`config.mk`:
```
export PLATFORM = sky130hd
export DESIGN_NAME = cpu_stage_sequencer_flat
export DESIGN_NICKNAME = d
export VERILOG_FILES = /design/src/rtl/cpu_stage_sequencer_if.sv /design/src/rtl/cpu_stage_sequencer.sv /design/src/flat_wrapper.sv
export SDC_FILE = /design/constraint.sdc
export NUM_CORES = 1
export LEC_CHECK = 0
export BUFFER_PORTS_ARGS = -buffer_cell sky130_fd_sc_hd__buf_2
export CAP_MARGIN = 10
export CORE_MARGIN = 5
export CORE_UTILIZATION = 49
export CTS_CLUSTER_DIAMETER = 50
export DETAILED_ROUTE_END_ITERATION = 6
export GPL_ROUTABILITY_DRIVEN = 0
export PLACE_DENSITY_LB_ADDON = 0.12
export SLEW_MARGIN = 20
export SYNTH_ARGS = -nofsm -noshare
export SYNTH_HDL_FRONTEND = slang
export SYNTH_SLANG_ARGS = --single-unit
export TNS_END_PERCENT = 100
```
`constraint.sdc`:
```
create_clock -name clk -period 2.8 [get_ports clk]
set_clock_uncertainty 0.2 [all_clocks]
set_input_delay 0.56 -clock clk [delete_from_list [all_inputs] [get_ports clk]]
set_output_delay 0.56 -clock clk [all_outputs]
set_load 0.02 [all_outputs]
```
`src/rtl/cpu_stage_sequencer_if.sv`:
```
// Sequencer-to-datapath bundle: fetch/data handshakes, decoded controls, and status.
interface cpu_stage_sequencer_if #(
   parameter int unsigned PC_WIDTH  = 32,
   parameter int unsigned RET_WIDTH = 32
);
   logic                 imem_ready;
   logic                 dmem_ready;
   logic                 is_load;
   logic                 is_store;
   logic                 is_halt;
   logic                 reg_we_req;
   logic [PC_WIDTH-1:0]  npc;
   logic                 resume;

   logic [2:0]           stage;
   logic [PC_WIDTH-1:0]  pc;
   logic                 imem_req;
   logic                 dmem_req;
   logic                 dmem_we;
   logic                 decoder_rst;
   logic                 alu_rst;
   logic                 reg_we;
   logic                 halted;
   logic                 fault;
   logic [RET_WIDTH-1:0] retired;

   // Environment side: drives decoded controls and ready handshakes.
   modport master (
      output imem_ready, dmem_ready, is_load, is_store, is_halt, reg_we_req, npc, resume,
      input  stage, pc, imem_req, dmem_req, dmem_we, decoder_rst, alu_rst, reg_we,
             halted, fault, retired
   );

   // Sequencer side.
   modport slave (
      input  imem_ready, dmem_ready, is_load, is_store, is_halt, reg_we_req, npc, resume,
      output stage, pc, imem_req, dmem_req, dmem_we, decoder_rst, alu_rst, reg_we,
             halted, fault, retired
   );
endinterface

```
`src/rtl/cpu_stage_sequencer.sv`:
```
// Multi-cycle CPU stage sequencer: IF/RR/EX/MA/RW with HALT, sticky FAULT and
// bounded memory waits.
module cpu_stage_sequencer #(
   parameter int unsigned          PC_WIDTH  = 32,
   parameter logic [PC_WIDTH-1:0]  RESET_PC  = PC_WIDTH'('h7FFC),
   parameter int unsigned          TIMEOUT   = 16,
   parameter int unsigned          RET_WIDTH = 32
) (
   input logic                   clk,
   input logic                   rst,
   cpu_stage_sequencer_if.slave  bus
);

   localparam int unsigned CNT_W = (TIMEOUT > 2) ? $clog2(TIMEOUT) : 1;
   localparam logic [CNT_W-1:0] WAIT_LAST = CNT_W'(TIMEOUT - 1);

   typedef enum logic [2:0] {
      S_IF    = 3'd0,
      S_RR    = 3'd1,
      S_EX    = 3'd2,
      S_MA    = 3'd3,
      S_RW    = 3'd4,
      S_HALT  = 3'd5,
      S_FAULT = 3'd6
   } state_e;

   state_e                state_q, state_d;
   logic [PC_WIDTH-1:0]   pc_q, pc_d;
   logic [RET_WIDTH-1:0]  retired_q, retired_d;
   logic [CNT_W-1:0]      wait_q, wait_d;
   logic                  imem_req_q, imem_req_d;
   logic                  decoder_rst_q, decoder_rst_d;
   logic                  alu_rst_q, alu_rst_d;
   logic                  halted_q, halted_d;
   logic                  fault_q, fault_d;
   logic                  mem_op;

   assign mem_op = bus.is_load | bus.is_store;

   // Next-state, PC, retire count and wait-counter logic.
   always_comb begin
      state_d   = state_q;
      pc_d      = pc_q;
      retired_d = retired_q;
      wait_d    = wait_q;
      unique case (state_q)
         S_IF: begin
            if (bus.imem_ready) begin
               state_d = S_RR;
            end else if (wait_q == WAIT_LAST) begin
               state_d = S_FAULT;
            end else begin
               wait_d = wait_q + CNT_W'(1);
            end
         end
         S_RR: state_d = S_EX;
         S_EX: begin
            state_d = S_MA;
            wait_d  = '0;
         end
         S_MA: begin
            if (!mem_op || bus.dmem_ready) begin
               state_d = S_RW;
            end else if (wait_q == WAIT_LAST) begin
               state_d = S_FAULT;
            end else begin
               wait_d = wait_q + CNT_W'(1);
            end
         end
         S_RW: begin
            retired_d = retired_q + RET_WIDTH'(1);
            if (bus.is_halt) begin
               state_d = S_HALT;
            end else if (bus.npc[1:0] != 2'b00) begin
               state_d = S_FAULT;
            end else begin
               pc_d    = bus.npc;
               state_d = S_IF;
               wait_d  = '0;
            end
         end
         S_HALT: begin
            if (bus.resume) begin
               pc_d    = pc_q + PC_WIDTH'(4);
               state_d = S_IF;
               wait_d  = '0;
            end
         end
         S_FAULT: state_d = S_FAULT;
         default: state_d = S_FAULT;
      endcase

      // State-only strobes are registered from the next state so they align with stage.
      imem_req_d    = (state_d == S_IF);
      decoder_rst_d = (state_d == S_RR);
      alu_rst_d     = (state_d == S_EX);
      halted_d      = (state_d == S_HALT);
      fault_d       = (state_d == S_FAULT);
   end

   // State and status registers.
   always_ff @(posedge clk or negedge rst) begin
      if (!rst) begin
         state_q       <= S_IF;
         pc_q          <= RESET_PC;
         retired_q     <= '0;
         wait_q        <= '0;
         imem_req_q    <= 1'b1;
         decoder_rst_q <= 1'b0;
         alu_rst_q     <= 1'b0;
         halted_q      <= 1'b0;
         fault_q       <= 1'b0;
      end else begin
         state_q       <= state_d;
         pc_q          <= pc_d;
         retired_q     <= retired_d;
         wait_q        <= wait_d;
         imem_req_q    <= imem_req_d;
         decoder_rst_q <= decoder_rst_d;
         alu_rst_q     <= alu_rst_d;
         halted_q      <= halted_d;
         fault_q       <= fault_d;
      end
   end

   assign bus.stage       = 3'(state_q);
   assign bus.pc          = pc_q;
   assign bus.retired     = retired_q;
   assign bus.imem_req    = imem_req_q;
   assign bus.decoder_rst = decoder_rst_q;
   assign bus.alu_rst     = alu_rst_q;
   assign bus.halted      = halted_q;
   assign bus.fault       = fault_q;
   // Data strobes qualify the MA/RW state with the decoded instruction held by the decoder.
   assign bus.dmem_req    = (state_q == S_MA) & mem_op;
   assign bus.dmem_we     = (state_q == S_MA) & bus.is_store;
   assign bus.reg_we      = (state_q == S_RW) & bus.reg_we_req;

endmodule

```
`src/flat_wrapper.sv`:
```
// flat-port wrapper written by rule: the top's interface ports become plain ports
module cpu_stage_sequencer_flat 
#(
   parameter int unsigned          PC_WIDTH  = 32,
   parameter logic [PC_WIDTH-1:0]  RESET_PC  = PC_WIDTH'('h7FFC),
   parameter int unsigned          TIMEOUT   = 16,
   parameter int unsigned          RET_WIDTH = 32
)
  (clk, rst, bus_imem_ready, bus_dmem_ready, bus_is_load, bus_is_store, bus_is_halt, bus_reg_we_req, bus_npc, bus_resume, bus_stage, bus_pc, bus_imem_req, bus_dmem_req, bus_dmem_we, bus_decoder_rst, bus_alu_rst, bus_reg_we, bus_halted, bus_fault, bus_retired);
  cpu_stage_sequencer_if #(.PC_WIDTH(PC_WIDTH), .RET_WIDTH(RET_WIDTH)) bus_i ();
  input logic clk;
  input logic rst;
  input wire logic [$bits(bus_i.imem_ready)-1:0] bus_imem_ready;
  input wire logic [$bits(bus_i.dmem_ready)-1:0] bus_dmem_ready;
  input wire logic [$bits(bus_i.is_load)-1:0] bus_is_load;
  input wire logic [$bits(bus_i.is_store)-1:0] bus_is_store;
  input wire logic [$bits(bus_i.is_halt)-1:0] bus_is_halt;
  input wire logic [$bits(bus_i.reg_we_req)-1:0] bus_reg_we_req;
  input wire logic [$bits(bus_i.npc)-1:0] bus_npc;
  input wire logic [$bits(bus_i.resume)-1:0] bus_resume;
  output wire logic [$bits(bus_i.stage)-1:0] bus_stage;
  output wire logic [$bits(bus_i.pc)-1:0] bus_pc;
  output wire logic [$bits(bus_i.imem_req)-1:0] bus_imem_req;
  output wire logic [$bits(bus_i.dmem_req)-1:0] bus_dmem_req;
  output wire logic [$bits(bus_i.dmem_we)-1:0] bus_dmem_we;
  output wire logic [$bits(bus_i.decoder_rst)-1:0] bus_decoder_rst;
  output wire logic [$bits(bus_i.alu_rst)-1:0] bus_alu_rst;
  output wire logic [$bits(bus_i.reg_we)-1:0] bus_reg_we;
  output wire logic [$bits(bus_i.halted)-1:0] bus_halted;
  output wire logic [$bits(bus_i.fault)-1:0] bus_fault;
  output wire logic [$bits(bus_i.retired)-1:0] bus_retired;
  assign bus_i.imem_ready = bus_imem_ready;
  assign bus_i.dmem_ready = bus_dmem_ready;
  assign bus_i.is_load = bus_is_load;
  assign bus_i.is_store = bus_is_store;
  assign bus_i.is_halt = bus_is_halt;
  assign bus_i.reg_we_req = bus_reg_we_req;
  assign bus_i.npc = bus_npc;
  assign bus_i.resume = bus_resume;
  assign bus_stage = bus_i.stage;
  assign bus_pc = bus_i.pc;
  assign bus_imem_req = bus_i.imem_req;
  assign bus_dmem_req = bus_i.dmem_req;
  assign bus_dmem_we = bus_i.dmem_we;
  assign bus_decoder_rst = bus_i.decoder_rst;
  assign bus_alu_rst = bus_i.alu_rst;
  assign bus_reg_we = bus_i.reg_we;
  assign bus_halted = bus_i.halted;
  assign bus_fault = bus_i.fault;
  assign bus_retired = bus_i.retired;
  cpu_stage_sequencer #(.PC_WIDTH(PC_WIDTH), .RESET_PC(RESET_PC), .TIMEOUT(TIMEOUT), .RET_WIDTH(RET_WIDTH)) u_core (.clk(clk), .rst(rst), .bus(bus_i));
endmodule
```
==> flow_summary.yaml <==
yosys:
  synthCells: 431
  ys_async_sr_fraction_pct: 100.0
  ys_types: 61
  synth-edff-count: 0
  synth_warnings: 0
  synth-main-ff-cell: "dfrtp_1"
  ys_ff_latch: 76
  synth.avg_cell_area_um2: 9.539
  ys_seq_area_share_pct: 46.68
  synth_fp_nets: 475
  synth_area_mm2: 0.004111
detailed_routing:
  wl_per_cell_um: 16.27
  drcViolationCount: 0
  drt_first_iter_violations: 164
  finalWirelength_um: 10730
  antenna_left: 0
  vias: 3730
  firstDrtPassIters: 4
  via_per_inst: 5.660
sta:
  tightest_slew_ns: 0.6822
  fin_crit_ns: 2.481
  max_freq_mhz: 403.0
  finalCritPeriodShare_pct: 88.62
  finalSetupViolations: 0
  holdWs_ns: -0.003989
  final_max_slew_viol_count: 0
  tns_ns: 0
  relSlewSlack_pct: 54.35
  hold_viol: 8
  rsz0062_at_grt: "false"
cts:
  cts_tree: "done"
  clock_sinks: 76
  insertion_delay_ns: 0.34
  post_cts_buffers: 0
  clk_pin_slew_ns: 0.09
  htree_levels: 3
  cts_buffers: 9
  cts-hold-fix-buffers: 0
  clockBufferDepth: 2
  cts_root_buf: "clkbuf_8"
  postCtsResizedCells: 0
setup_path:
  worst_path_dominant_cell_family: "flip-flops"
  critPathBufInv: 1
  cp-end-kind: "output pin"
  crit_type: "flip-flop to output pin"
  required_ns: 2.04
  cp-start-kind: "flip-flop"
  crit_chain: "nor3b_2 -> and2_1 -> buf_2"
  cp_max_fo: 17
  cpPeakStageDelay_ns: 0.62
  slowest_stage: "dfrtp_1"
  cp.arrival_ns: 1.72
power:
  power_density_mw_per_mm2: 915.2
  p_leak_uw: 0.002385
  ir_worst_vdd_mv: 0.4727
outcome:
  violations: "hold timing"
  status: "complete, but fails checks"
place:
  hpwlAfterDp_um: 7799
  port_buffers: 115
global_route:
  grt_pass1_wl_um: 17730
  grt_max_degree: 42
  grt_overflow: 0
  grt_pass1_vias: 3623
  antenna_found_initial: 0
  grt_usage_pct: 21.21
run:
  drv_cap: 0
cells_and_area:
  areaGrowthSynthToFinish_pct: 23.22
  layout-drive-gt1-share_pct: 29.24
  post-route-util_pct: 61.66
  nets: 593
  insertedDiodeCount: 0
die:
  die_y_um: 101.6
  initial_core_util_pct: 50.04
  placementRows: 33
  dieWidth_um: 101.6
  die_area_mm2: 0.01032
  pin_count: 116
  core_area_mm2: 0.008217
hold_path:
  hold_path_class: "input pin to asynchronous set/reset pin"
[cells in the final DEF, fill, tap and decap left out, types with 7 or more instances in the layout]
cell type and n:
a21oi_1 24, a2bb2oi_1 7, and2_1 11, and3_1 10, buf_2 114, clkbuf_8 9
dfrtp_1 62, dfstp_2 14, inv_1 7, nand2_1 50, nand3_1 21, nand4_1 24
nor2_1 32, nor3_1 8, o21ai_0 23, o22ai_1 11, xnor2_1 22, xor2_1 12
[sequential cells by signal, summed over array words and instances, names as in the netlist]
register and cells:
u_core.bus.pc 32, u_core.bus.retired 32, u_core.wait_q 4, u_core.bus.stage 3
u_core.bus.alu_rst 1, u_core.bus.decoder_rst 1, u_core.bus.fault 1, u_core.bus.halted 1
u_core.bus.imem_req 1
[through the flow]
stage | worst slack, ns | power, µW | std cells | cell area (µm²) | hold slack, ns
finish | 0.3186 | 4636 | 659 | 5066 | -0.003989
global route | 0.1846 | 4936 | 659 | 5066 | 0.03081
CTS | 0.3008 | 4674 | 659 | 5066 | 0.002660
detailed placement | 0.4432 | 3618 | 643 | 4820 | 0.2644
global placement | 0.5205 | 3579 | 643 | 4820 | 0.2612
floorplan | 0.6740 | 3016 | 431 | 4111 | 0.06441
[cell families (layout without fill, tap and decap cells)]
group / Yosys count / in the layout / share of synthesized area (%)
adder cells (fa/ha/maj): 3 / 3 / 0.9131
AND/OR/NAND/NOR: 190 / 190 / 25.96
XOR/XNOR: 34 / 34 / 7.243
AO/OA/AOI/OAI: 103 / 103 / 16.13
buffers and inverters: 21 / 144 / 2.069
flip-flops: 76 / 76 / 46.68
multiplexers: 4 / 4 / 1.004
[synthesized netlist by cell type, types with 8 or more instances]
library cell	count	area, µm²
nand3_1	21	105.1
nand4_1	24	150.1
o21ai_0	23	115.1
and2_1	11	68.82
dfrtp_1	62	1551
o22ai_1	11	68.82
xor2_1	12	105.1
nand2_1	50	187.7
nor2_1	32	120.1
dfstp_2	14	367.9
and3_1	10	62.56
nor3_1	8	40.04
clkbuf_1	9	33.78
a21oi_1	24	120.1
xnor2_1	22	192.7
[area by class of cell]
| class | instances | area (µm²) |
|---|---|---|
| fillers | 761 | 3151 |
| multi-input cells | 334 | 2107 |
| flip-flops and latches | 76 | 1919 |
| repair buffers | 121 | 635.6 |
| well taps | 105 | 131.4 |
| clock buffers | 9 | 123.9 |
| clock inverters | 7 | 122.6 |
| inverters | 7 | 26.28 |
[path summary, 6_finish.rpt]
kind	from	to	slack [ns]	cells past startpoint
min in group clk	bus_npc[29]	u_core.bus.pc[29]$_DFFE_PN0P_	0.22	3
min	rst	u_core.bus.retired[18]$_DFFE_PN0P_	-0.004	1
min reg2reg	u_core.bus.retired[31]$_DFFE_PN0P_	u_core.bus.retired[31]$_DFFE_PN0P_	0.27	1
max	u_core.bus.stage[2]$_DFF_PN0_	bus_reg_we	0.32	3
max in group asynchronous	rst	u_core.bus.pc[10]$_DFFE_PN1P_	1.75	2
max reg2reg	u_core.bus.stage[0]$_DFF_PN0_	u_core.bus.retired[23]$_DFFE_PN0P_	0.42	5
[metal layers]
metal  part of all wire, %  global-route usage (%)  vias to the layer above
li1                      -                       -                     1824
met1                    48                   31.03                     1794
met2                    45                   32.39                      104
met3                   6.3                   3.581                        8
met4                   1.0                   6.237                        0
met5                     0                       0                        -
[report_power, final]
part	total, µW	switching, µW	leakage (µW)	internal (µW)
clock network	1040	439	0.000116	598
registers	1940	465	0.000964	1470
logic	1660	1010	0.00130	648
Note: power is estimated with default switching activity, not from simulation.
